### src/rtl/hazard_ctrl_pkg.sv
// Shared types and constants for the pipeline hazard controller:
// FSM state encoding, default mul/div latency and control-vector presets.
package hazard_ctrl_pkg;

    typedef enum logic [1:0] {
        S_RUN = 2'b00,
        S_MD  = 2'b01
    } state_e;

    localparam int unsigned MD_CYCLES_DEF = 8;

    typedef struct packed {
        logic pc_write;
        logic if_id_write;
        logic id_ex_write;
        logic if_id_flush;
        logic id_ex_bubble;
        logic ex_mem_bubble;
        logic md_start;
        logic md_abort;
    } ctrl_t;

    // NOP vector: what every control output reads while the block is in reset.
    localparam ctrl_t CTRL_NOP = ctrl_t'(8'b0000_0000);
    localparam ctrl_t CTRL_RUN = ctrl_t'(8'b1110_0000);

endpackage

### src/rtl/muldiv_timer.sv
// Loadable down-counter tracking the remaining mul/div stall cycles.
// Priority: clear over load over decrement; zero_o flags an expired count.
module muldiv_timer #(
    parameter int unsigned CNT_W = 4
) (
    input  logic             clk_i,
    input  logic             rst_i,
    input  logic             load_i,
    input  logic [CNT_W-1:0] load_val_i,
    input  logic             dec_i,
    input  logic             clr_i,
    output logic             zero_o
);

    logic [CNT_W-1:0] cnt_q, cnt_d;

    always_comb begin
        cnt_d = cnt_q;
        if (clr_i) begin
            cnt_d = '0;
        end else if (load_i) begin
            cnt_d = load_val_i;
        end else if (dec_i && (cnt_q != '0)) begin
            cnt_d = cnt_q - CNT_W'(1);
        end
    end

    always_ff @(posedge clk_i or negedge rst_i) begin
        if (!rst_i) begin
            cnt_q <= '0;
        end else begin
            cnt_q <= cnt_d;
        end
    end

    assign zero_o = (cnt_q == '0);

endmodule

### src/rtl/pipeline_hazard_ctrl.sv
// Stall/flush scheduler for the 5-stage pipeline: load-use, iterative mul/div and branch flush.
// Define HAZARD_PERF_EN to build the saturating performance counters; otherwise they read 0.
module pipeline_hazard_ctrl
    import hazard_ctrl_pkg::*;
#(
    parameter int unsigned MD_CYCLES = MD_CYCLES_DEF,
    parameter int unsigned CNT_W     = 4,
    parameter int unsigned PERF_W    = 32
) (
    input  logic              clk_i,
    input  logic              rst_i,
    input  logic [4:0]        if_id_rs_i,
    input  logic [4:0]        if_id_rt_i,
    input  logic [4:0]        id_ex_rt_i,
    input  logic              id_ex_memread_i,
    input  logic              id_ex_muldiv_i,
    input  logic              branch_taken_i,
    output logic              pc_write_o,
    output logic              if_id_write_o,
    output logic              id_ex_write_o,
    output logic              if_id_flush_o,
    output logic              id_ex_bubble_o,
    output logic              ex_mem_bubble_o,
    output logic              md_start_o,
    output logic              md_abort_o,
    output logic              md_busy_o,
    output logic [PERF_W-1:0] ld_stall_cnt_o,
    output logic [PERF_W-1:0] md_stall_cnt_o,
    output logic [PERF_W-1:0] flush_cnt_o
);

    localparam logic [CNT_W-1:0] MD_LOAD = CNT_W'(MD_CYCLES - 2);

    state_e state_q, state_d;
    ctrl_t  ctrl;
    logic   md_load, md_dec, md_clr, md_zero;
    logic   ld_use, md_stall, ld_hit;

    assign ld_hit = id_ex_memread_i && (id_ex_rt_i != '0) &&
                    ((id_ex_rt_i == if_id_rs_i) || (id_ex_rt_i == if_id_rt_i));

    muldiv_timer #(.CNT_W(CNT_W)) u_timer (
        .clk_i      (clk_i),
        .rst_i      (rst_i),
        .load_i     (md_load),
        .load_val_i (MD_LOAD),
        .dec_i      (md_dec),
        .clr_i      (md_clr),
        .zero_o     (md_zero)
    );

    always_comb begin
        ctrl     = CTRL_RUN;
        state_d  = state_q;
        md_load  = 1'b0;
        md_dec   = 1'b0;
        md_clr   = 1'b0;
        md_stall = 1'b0;
        ld_use   = 1'b0;
        if (branch_taken_i) begin
            ctrl.if_id_flush   = 1'b1;
            ctrl.id_ex_bubble  = 1'b1;
            ctrl.ex_mem_bubble = 1'b1;
            if (state_q == S_MD) begin
                ctrl.md_abort = 1'b1;
                state_d       = S_RUN;
                md_clr        = 1'b1;
            end
        end else if (state_q == S_MD) begin
            // Count reaching zero is the cycle the result drops into EX/MEM.
            if (!md_zero) begin
                ctrl.pc_write      = 1'b0;
                ctrl.if_id_write   = 1'b0;
                ctrl.id_ex_write   = 1'b0;
                ctrl.ex_mem_bubble = 1'b1;
                md_dec             = 1'b1;
                md_stall           = 1'b1;
            end else begin
                state_d = S_RUN;
            end
        end else if (id_ex_muldiv_i) begin
            ctrl.md_start      = 1'b1;
            ctrl.pc_write      = 1'b0;
            ctrl.if_id_write   = 1'b0;
            ctrl.id_ex_write   = 1'b0;
            ctrl.ex_mem_bubble = 1'b1;
            state_d            = S_MD;
            md_load            = 1'b1;
            md_stall           = 1'b1;
        end else if (ld_hit) begin
            ctrl.pc_write     = 1'b0;
            ctrl.if_id_write  = 1'b0;
            ctrl.id_ex_bubble = 1'b1;
            ld_use            = 1'b1;
        end
        if (!rst_i) begin
            ctrl = CTRL_NOP;
        end
    end

    always_ff @(posedge clk_i or negedge rst_i) begin
        if (!rst_i) begin
            state_q <= S_RUN;
        end else begin
            state_q <= state_d;
        end
    end

    assign pc_write_o      = ctrl.pc_write;
    assign if_id_write_o   = ctrl.if_id_write;
    assign id_ex_write_o   = ctrl.id_ex_write;
    assign if_id_flush_o   = ctrl.if_id_flush;
    assign id_ex_bubble_o  = ctrl.id_ex_bubble;
    assign ex_mem_bubble_o = ctrl.ex_mem_bubble;
    assign md_start_o      = ctrl.md_start;
    assign md_abort_o      = ctrl.md_abort;
    assign md_busy_o       = (state_q == S_MD);

`ifdef HAZARD_PERF_EN
    logic [PERF_W-1:0] ld_cnt_q, ld_cnt_d, md_cnt_q, md_cnt_d, fl_cnt_q, fl_cnt_d;

    always_comb begin
        ld_cnt_d = ld_cnt_q;
        md_cnt_d = md_cnt_q;
        fl_cnt_d = fl_cnt_q;
        if (ld_use && !(&ld_cnt_q)) begin
            ld_cnt_d = ld_cnt_q + PERF_W'(1);
        end
        if (md_stall && !(&md_cnt_q)) begin
            md_cnt_d = md_cnt_q + PERF_W'(1);
        end
        if (branch_taken_i && !(&fl_cnt_q)) begin
            fl_cnt_d = fl_cnt_q + PERF_W'(1);
        end
    end

    always_ff @(posedge clk_i or negedge rst_i) begin
        if (!rst_i) begin
            ld_cnt_q <= '0;
            md_cnt_q <= '0;
            fl_cnt_q <= '0;
        end else begin
            ld_cnt_q <= ld_cnt_d;
            md_cnt_q <= md_cnt_d;
            fl_cnt_q <= fl_cnt_d;
        end
    end

    assign ld_stall_cnt_o = ld_cnt_q;
    assign md_stall_cnt_o = md_cnt_q;
    assign flush_cnt_o    = fl_cnt_q;
`else
    logic unused_perf;
    assign unused_perf    = ^{ld_use, md_stall};
    assign ld_stall_cnt_o = '0;
    assign md_stall_cnt_o = '0;
    assign flush_cnt_o    = '0;
`endif

endmodule

### config.mk
export PLATFORM = sky130hd
export DESIGN_NAME = pipeline_hazard_ctrl
export DESIGN_NICKNAME = d
export VERILOG_FILES = /design/src/rtl/hazard_ctrl_pkg.sv /design/src/rtl/muldiv_timer.sv /design/src/rtl/pipeline_hazard_ctrl.sv
export SDC_FILE = /design/constraint.sdc
export NUM_CORES = 1
export LEC_CHECK = 0
export CAP_MARGIN = 15
export CORE_MARGIN = 1.5
export CORE_UTILIZATION = 30
export CTS_CLUSTER_SIZE = 28
export DETAILED_ROUTE_END_ITERATION = 16
export PLACE_DENSITY_LB_ADDON = 0.05
export SLEW_MARGIN = 40
export SYNTH_ARGS = -nofsm -noshare
export SYNTH_HDL_FRONTEND = slang
export SYNTH_HIERARCHICAL = 1
export SYNTH_SLANG_ARGS = --single-unit
### constraint.sdc
create_clock -name clk_i -period 3.1 [get_ports clk_i]
set_input_delay 0.465 -clock clk_i [delete_from_list [all_inputs] [get_ports clk_i]]
set_output_delay 0.465 -clock clk_i [all_outputs]
set_load 0.1 [all_outputs]
# Word level (Yosys, flattened, before mapping)
# Index checks and enable logic that the tools add are counted.
# op_classes
addsub	1
eq_ne	5
n_mux	32
reduce_logical	10
# op_table
op	count
$mux 2	9
$mux 1	16
$mux 4	3
$eq 5x5->1	2
$mux 3	3
$mux 8	1
$reduce_bool 5->1	1
$logic_not 4->1	1
$reduce_bool 4->1	1
$sub 4x1->4 const B	1
$logic_and 1x1->1	3
$ne 3x2->1 const B	1
$reduce_and 3->1	1
$reduce_bool 3->1	1
$eq 2x1->1 const B	1
$ne 2x1->1 const B	1
$reduce_bool 2->1	1
$logic_or 1x1->1	1
# totals
regBits	6
input_bits	20
output_inout_bits	105

# Depth between registers and ports, before layout
# Gate-level depths: netlist (run 1).
# depth
word_depth	8
depth_mapped	10
mapped_depth_nobuf	8

# Modules after synthesis
# Netlist (run 1), hierarchy kept.
# by_module_without_submodules
mod	instances	cells_each	area_each_um2	seq_area_each_um2
pipeline_hazard_ctrl	1	135	996.0	25.0
muldiv_timer	1	31	292.8	100.1

# Worst setup path before layout (run 1)
# Ideal clock, no wire load.
# synth_timing
kind	register to output
startpoint	register u_timer.cnt_q[1]
endpoint	output pc_write_o
arrival_time_ps	3564
path_slack_ps	-929
path_stages_with_launch	11
n_path_buf	2
path_cell_list	dfrtp_1 inv_1 ha_1 or3b_1 buf_2 inv_1 nand2_1 o21ai_0 o21ai_0 a21oi_1 buf_4
# synth_between
elab_chain_len	5
# synth_lines
item	line	text
start: declaration	muldiv_timer.sv:15	logic [CNT_W-1:0] cnt_q, cnt_d;
start signal: assignment	muldiv_timer.sv:32	cnt_q <= cnt_d;
$logic_not 4->1	muldiv_timer.sv:36	assign zero_o = (cnt_q == '0);
via md_zero	pipeline_hazard_ctrl.sv:36	logic md_load, md_dec, md_clr, md_zero;
$mux 3	pipeline_hazard_ctrl.sv:71	if (!md_zero) begin
$mux 3	pipeline_hazard_ctrl.sv:69	end else if (state_q == S_MD) begin
$mux 3	pipeline_hazard_ctrl.sv:60	if (branch_taken_i) begin
$mux 8	pipeline_hazard_ctrl.sv:96	if (!rst_i) begin
end: declaration	pipeline_hazard_ctrl.sv:18	output logic pc_write_o,
# The timed path passes the listed nets, and every way through them passes these cells.

# Worst setup path in the final report (run 1)
# layout_timing
startpoint	register u_timer.cnt_q[1]
endpoint	output if_id_write_o
# layout_between
elab_chain_len	5
# layout_lines
item	line	text
$logic_not 4->1	muldiv_timer.sv:36	
via md_zero	pipeline_hazard_ctrl.sv:36	
$mux 3	pipeline_hazard_ctrl.sv:71	
$mux 3	pipeline_hazard_ctrl.sv:69	
$mux 3	pipeline_hazard_ctrl.sv:60	
$mux 8	pipeline_hazard_ctrl.sv:96	
end: declaration	pipeline_hazard_ctrl.sv:19	output logic if_id_write_o,
# The timed path passes the listed nets, and every way through them passes these cells.

==> results of run 1 <==
layer usage:
metal / track usage [%] / wire [um]
met1: 8.580 / 700
met2: 15.02 / 1145
met3: 1.299 / 197
met4: 2.250 / 14
met5: 0 / 0
logic make-up after synthesis:
kind of cell / count (synthesis) / synth area share [%]
buffers and inverters: 105 / 59.03
and+or+nand+nor: 28 / 12.33
AOI/OAI and AO/OA: 13 / 8.836
xor gates and xnor gates: 10 / 6.796
DFF: 5 / 9.709
adders and majority gates: 2 / 1.941
other: 2 / 0.5827
muxes: 1 / 0.7767
through the flow:
step                cells  setup TNS [ns]
detailed placement    246               0
finish                250               0
CTS                   250               0
global route          250               0
floorplan             264       -0.009471
global placement      246               0
final timing paths:
path	from	to	slack (ns)	cells past startpoint
max	u_timer/cnt_q[1]	if_id_write_o	0.21	9
max in group asynchronous	rst_i	u_timer/cnt_q[1]	2.33	2
min reg2reg	u_timer/cnt_q[0]	u_timer/cnt_q[0]	0.62	3
min	rst_i	u_timer/cnt_q[3]	0.45	1
max reg2reg	u_timer/cnt_q[0]	u_timer/cnt_q[3]	0.90	9
min in group clk_i	u_timer/cnt_q[0]	u_timer/cnt_q[0]	0.62	3
sequential cells by signal, indices dropped and copies added (netlist names):
| signal | cells |
|---|---|
| state_q | 1 |
| u_timer/cnt_q | 4 |
area by class of cell:
type                            instances  area (sq um)
Fill cell                             440          2674
Multi-Input combinational cell        154         785.8
Inverter                                6         22.52
Timing Repair Buffer                   31         342.8
Clock buffer                            4         45.04
Tap cell                               50         62.56
Sequential cell                         5         125.1
power groups by stage:
| stage | combinational (W) | clock (W) | sequential [W] |
|---|---|---|---|
| after floorplan | 0.000798 | 0 | 0.000112 |
| after global placement | 0.000798 | 0 | 0.000108 |
| after detailed placement | 0.000797 | 0 | 0.000106 |
| after CTS | 0.000798 | 0.000124 | 0.000105 |
| after global routing | 0.000832 | 0.000128 | 0.000109 |
| final | 0.000799 | 0.000121 | 0.000105 |
synth_stat cells, drive strengths merged (2+ instances only):
cell type  instances  area share (%)
nand2              5             1.5
nor2               5             1.5
buf               98              57
ha                 2             1.9
inv                6             1.7
xnor2             10             6.8
nand3              4             1.6
and2               3             1.6
a21o               2             1.2
conb               2            0.58
nor3b              4             2.3
nor4b              2             1.4
dfrtp              5             9.7
o21ai              3             1.5
==> flow_metrics.tcl, run 1 <==
set metrics [dict create \
    outcome "finished, final reports clean" \
    grt_pass1_wl_um 2725 \
    whs_ns 0.4455 \
    power_w 0.001025 \
    fin_crit_ns 2.889 \
    internal_power_w 0.0002952 \
    num_rows 23 \
    clock_path_buffers 2 \
    final_common_cell "conb_1" \
    drive_gt1_share_pct 10.50 \
    p_sw_w 0.0007299 \
    ys_dominant_reg_cell "dfrtp_1" \
    crit_fanout 6 \
    routed_wl_um 2058 \
    clock-skew-final_ns 0.001173 \
    maxCapViolations 0 \
    cts_made_buffers 3 \
    synth-seq-area-share_pct 9.709 \
    fp.dieH_um 68.54 \
    synth_edf_count 0 \
    synth-async-reset-ratio_pct 100.0 \
    grtUsageTotal_pct 7.784 \
    yosysUniqueCellTypes 32 \
    cp_top_family "compound AO/OA/AOI/OAI gates" \
    core_sq_um 4058 \
    ys_seq_elements 5 \
    dieArea_sq_um 4698 \
    antenna_found_initial 0 \
    peakVddDrop_mv 0.1901 \
    io_buffers 28 \
    place_congestion 0.7685 \
    final_nets 223 \
    final-hold-violation-count 0 \
    syn_area_sq_um 1289 \
    slew_violations 0 \
    first_global_vias 574 \
    grt-ovfl-total 0 \
    setup_ws_ns 0.2107 \
    p_seq_share_pct 10.2 \
    syn_to_final_growth_pct 7.379 \
    design_area_sq_um 1384 \
    rsz0062_at_grt "no" \
    htreeDepth 1 \
    avgSynthCellArea_sq_um 7.763 \
    place_hpwl_um 1883 \
    place_area_sq_um 1339 \
    yosysWarnings 6 \
    cts_tree "done" \
    crit_required_ns 2.63 \
    cts_hold_buf 0 \
    die_w_um 68.54 \
    cts_root_buffer "clkbuf_8" \
    io_pins 125 \
    crit_chain "inv_1 > ha_1 > or3b_1 > inv_1 > nand2_1 > o21ai_0 > o21ai_0 > a21oi_4 > buf_12" \
    finalSetupViolations 0 \
    postRouteAntennaNets 0 \
    crit_buf_inv 3 \
    cts_num_sinks 5 \
    sw_frac_of_total_pct 71.20 \
    arrival_ns 2.42 \
    dr.pass1.iters 4 \
    syn_inst 166 \
    clkPwrFrac_pct 11.8 \
    clkTransAtPathRegs_ns 0.04 \
    slowest_stage "or3b_1" \
    hp-class "in -> async" \
    p_leak_nw 0.7169 \
    final_cell_mix "conb_1 (100), clkdlybuf4s50_1 (19), xnor2_1 (10), buf_4 (7), inv_1 (6)" \
    cts_resized 0 \
    utilization_pct 34.10 \
    fin_crit_sh_pct 93.20 \
    critPathCaptureType "output pin" \
    slowest_delay_ns 0.48 \
    critPathLaunchType "flip-flop" \
    vias 836 \
    drcViolationCount 0 \
    p_comb_share_pct 78.0 \
    post_drt_via_cell_ratio 3.344 \
    wl_per_cell_um 8.232 \
    fmax_mhz 346.1 \
    dp_slack_ns 0.4339 \
    start_util_pct 31.76 \
    grt_max_degree 10 \
    initialDrtViolationCount 15 \
    clk-insertion-delay-late_ns 0.22 \
    crit_type "reg -> out" \
    diodes 0 \
    p_per_area_nw_per_um2 740.7 \
    post-cts-setup-buffers 0 \
]
Note: power is estimated with default switching activity, not from simulation.
==> inputs of run 2 (changes only) <==
MAX_ROUTING_LAYER = met4   (was default)
==> flow_metrics.tcl, run 2 (synthesized netlist as in run 1, its figures left out) <==
set metrics [dict create \
    fmax_mhz 346.1 \
    dr.pass1.iters 4 \
    cts_tree "done" \
    final-hold-violation-count 0 \
    htreeDepth 1 \
    post-cts-setup-buffers 0 \
    routed_wl_um 2057 \
    grt_max_degree 10 \
    final_cell_mix "conb_1 (100), clkdlybuf4s50_1 (19), xnor2_1 (10), buf_4 (7), inv_1 (6)" \
    place_hpwl_um 1883 \
    core_sq_um 4058 \
    p_per_area_nw_per_um2 740.7 \
    final_common_cell "conb_1" \
    crit_fanout 6 \
    wl_per_cell_um 8.228 \
    crit_required_ns 2.63 \
    num_rows 23 \
    fin_crit_ns 2.889 \
    hp-class "in -> async" \
    die_w_um 68.54 \
    critPathLaunchType "flip-flop" \
    start_util_pct 31.76 \
    drive_gt1_share_pct 10.50 \
    critPathCaptureType "output pin" \
    vias 836 \
    syn_to_final_growth_pct 7.379 \
    place_congestion 0.7789 \
    r2r_slack_ns 0.90 \
    cts_made_buffers 3 \
    cts_num_sinks 5 \
    dp_slack_ns 0.4339 \
    whs_ns 0.4455 \
    rsz0062_at_grt "no" \
    postRouteAntennaNets 0 \
    final_nets 223 \
    peakVddDrop_mv 0.1901 \
    clkTransAtPathRegs_ns 0.04 \
    outcome "finished, final reports clean" \
    cts_resized 0 \
    arrival_ns 2.42 \
    post_drt_via_cell_ratio 3.344 \
    cts_root_buffer "clkbuf_8" \
    top_regs "u_timer/cnt_q: 4 flops, state_q: 1 flops" \
    first_global_vias 574 \
    maxCapViolations 0 \
    grt_pass1_wl_um 2725 \
    slew_violations 0 \
    dieArea_sq_um 4698 \
    io_pins 125 \
    p_leak_nw 0.7169 \
    design_area_sq_um 1384 \
    top_register "u_timer/cnt_q" \
    diodes 0 \
    crit_type "reg -> out" \
    largest_register_ffs 4 \
    grtUsageTotal_pct 8.001 \
    fp.dieH_um 68.54 \
    nFillCells 440 \
    clk-insertion-delay-late_ns 0.22 \
    initialDrtViolationCount 15 \
    antenna_found_initial 0 \
    io_buffers 28 \
    fin_crit_sh_pct 93.20 \
    drcViolationCount 0 \
    clock_path_buffers 2 \
    clock-skew-final_ns 0.001173 \
    place_area_sq_um 1339 \
    setup_ws_ns 0.2107 \
    cts_hold_buf 0 \
    grt-ovfl-total 0 \
    finalSetupViolations 0 \
]
## run 2: cell counts in the layout (fill, tap and decap cells not counted)
Identical to the previous run, type by type.
## run 2: report_power, final
part	leakage [nW]	internal (W)	switching, W
clock	0.0228	0.0000883	0.0000328
combinational	0.631	0.000120	0.000679
sequential	0.0631	0.0000868	0.0000178
total	0.717	0.000295	0.000730
## run 2: worst paths after layout
check	start	endpoint	cells past startpoint
worst max-delay path	u_timer/cnt_q[1]	if_id_write_o	9
worst min-delay path	rst_i	u_timer/cnt_q[3]	1
worst max register to register	u_timer/cnt_q[0]	u_timer/cnt_q[3]	9
worst min register to register	u_timer/cnt_q[0]	u_timer/cnt_q[0]	3
max in group asynchronous	rst_i	u_timer/cnt_q[1]	2
min in group clk_i	u_timer/cnt_q[0]	u_timer/cnt_q[0]	3
## run 2: routing by layer
| layer | global-route usage, % | routed length [um] | up-vias | share of wire (%) |
|---|---|---|---|---|
| met5 | - | 0 | - | 0 |
| met4 | 2.250 | 14 | 0 | 0.68 |
| met3 | 0.9740 | 182 | 2 | 8.8 |
| met2 | 15.02 | 1145 | 70 | 56 |
| met1 | 8.777 | 715 | 361 | 35 |
| li1 | - | - | 403 | - |
## run 2: final cells by class
type	count	area [sq um]	area share, %
well taps	50	62.56	4.521
flip-flops and latches	5	125.1	9.042
clock buffers	4	45.04	3.255
repair buffers	31	342.8	24.77
multi-input cells	154	785.8	56.78
inverters	6	22.52	1.627
## run 2: through the flow
stage          total power (W)  std cells   TNS (ns)  utilization [%]
4_1_cts               0.001027        250          0            34.10
3_5_place_dp         0.0009029        246          0            32.99
2_1_floorplan        0.0009102        264  -0.009471                -
5_1_grt               0.001070        250          0            34.10
6_report              0.001025        250          0            34.10
3_3_place_gp         0.0009059        246          0            32.99
## run 2: worst max-delay path, stage by stage, from the launching register on
cell,delay (ns)
dfrtp_1,0.37
inv_1,0.14
ha_1,0.18
or3b_1,0.48
inv_1,0.12
nand2_1,0.07
o21ai_0,0.17
o21ai_0,0.24
a21oi_4,0.23
buf_12,0.20
==> inputs of run 3 (changes only) <==
REMOVE_ABC_BUFFERS = 1   (was default)
clock period = 2.67 ns   (was 3.1 ns; I/O delays follow)
==> flow_metrics.tcl, run 3 (synthesized netlist as in run 1, its figures left out) <==
set metrics [dict create \
    outcome "finished, final reports clean" \
    crit_type "in -> out" \
    htreeDepth 1 \
    clock-skew-final_ns 0.001013 \
    p_per_area_nw_per_um2 850.0 \
    dieArea_sq_um 4698 \
    antenna_found_initial 0 \
    maxCapViolations 0 \
    power_w 0.001205 \
    place_hpwl_um 1772 \
    top_regs "u_timer/cnt_q: 4 flops, state_q: 1 flops" \
    dr.pass1.iters 2 \
    cts_hold_buf 0 \
    io_buffers 28 \
    r2r_slack_ns 0.73 \
    top_register "u_timer/cnt_q" \
    cts_root_buffer "clkbuf_8" \
    rsz0062_at_grt "no" \
    cts_made_buffers 3 \
    dp_cells 247 \
    initialDrtViolationCount 17 \
    vias 841 \
    wl_per_cell_um 7.980 \
    final_nets 224 \
    worst_r2r_startpoint "u_timer/cnt_q[1]" \
    clk-insertion-delay-late_ns 0.22 \
    start_util_pct 31.76 \
    fp.dieH_um 68.54 \
    io_pins 125 \
    slew_violations 0 \
    final_common_cell "conb_1" \
    grt_max_degree 12 \
    cts_num_sinks 5 \
    place_congestion 0.7740 \
    crit_required_ns 2.27 \
    whs_ns 0.4716 \
    finalSetupViolations 0 \
    final_cell_mix "conb_1 (100), clkdlybuf4s50_1 (19), xnor2_1 (10), buf_12 (8)" \
    p_leak_nw 0.7304 \
    clock_path_buffers 2 \
    drive_gt1_share_pct 11.44 \
    reg2reg_depth 8 \
    drcViolationCount 0 \
    diodes 0 \
    r2r_end "u_timer/cnt_q[3]" \
    grt-ovfl-total 0 \
    die_w_um 68.54 \
    grt_pass1_wl_um 3125 \
    grtUsageTotal_pct 9.221 \
    final_cells 251 \
    fin_crit_sh_pct 94.53 \
    postRouteAntennaNets 0 \
    core_sq_um 4058 \
    critPathCaptureType "output pin" \
    fin_crit_ns 2.524 \
    largest_register_ffs 4 \
    peakVddDrop_mv 0.3268 \
    fmax_mhz 396.2 \
    cts_tree "done" \
    arrival_ns 2.12 \
    critPathLaunchType "primary input" \
    num_rows 23 \
    crit_fanout 3 \
    first_global_vias 681 \
    hp-class "in -> async" \
    final-hold-violation-count 0 \
    clkTransAtPathRegs_ns 0.03 \
    routed_wl_um 2003 \
    syn_to_final_growth_pct 10.00 \
    post_drt_via_cell_ratio 3.351 \
    fin_tns_setup_ns 0 \
]
[run 3: worst max-delay path by stage]
stage	from	end	slack, ns	depth (start not counted)
floorplan	u_timer/cnt_q[1]	if_id_write_o	-2.15	8
global placement	id_ex_rt_i[1]	if_id_write_o	0.14	7
detailed placement	id_ex_rt_i[1]	pc_write_o	0.13	7
CTS	u_timer/cnt_q[1]	pc_write_o	0.04	10
global route	u_timer/cnt_q[1]	pc_write_o	0.005	10
finish	id_ex_rt_i[1]	pc_write_o	0.15	7
[run 3: report_power, final]
group	switching [W]	leakage (nW)	internal [W]
registers	0.0000206	0.0631	0.000101
clock network	0.0000332	0.0228	0.000102
logic	0.000791	0.645	0.000158
[run 3: what timing repair did]
action / in CTS / in global routing
gates resized for setup: 1 / 4
endpoints found under the setup margin: 2 / 2
cloned: 0 / 0
pin swaps: 0 / 0
buffers inserted: 0 / 0
[run 3: critical path, stage by stage]
cell and delay [ns]:
clkdlybuf4s50_1 0.47, or4_1 0.55, o21ai_2 0.16, nor3b_1 0.07, a21oi_1 0.15, buf_4 0.15
buf_12 0.17
[run 3: stage by stage]
| step | cell area, sq um | setup WS [ns] | util (%) |
|---|---|---|---|
| 6_report | 1418 | 0.1459 | 34.94 |
| 5_1_grt | 1418 | 0.004888 | 34.94 |
| 4_1_cts | 1414 | 0.03895 | 34.84 |
| 3_5_place_dp | 1369 | 0.1276 | 33.73 |
| 3_3_place_gp | 1369 | 0.1360 | 33.73 |
| 2_1_floorplan | 918.4 | -2.151 | - |
[run 3: final cells by class]
type | instances | area [sq um]
Fill cell | 429 | 2640
Multi-Input combinational cell | 154 | 774.5
Timing Repair Buffer | 32 | 387.9
Sequential cell | 5 | 125.1
Tap cell | 50 | 62.56
Clock buffer | 4 | 45.04
Inverter | 6 | 22.52
[run 3: layer usage]
metal	GRT usage [%]	vias to the layer above	part of all wire, %
met5	-	-	0
met4	6.250	0	4.8
met3	1.299	8	11
li1	-	406	-
met1	9.754	352	32
met2	15.87	75	52
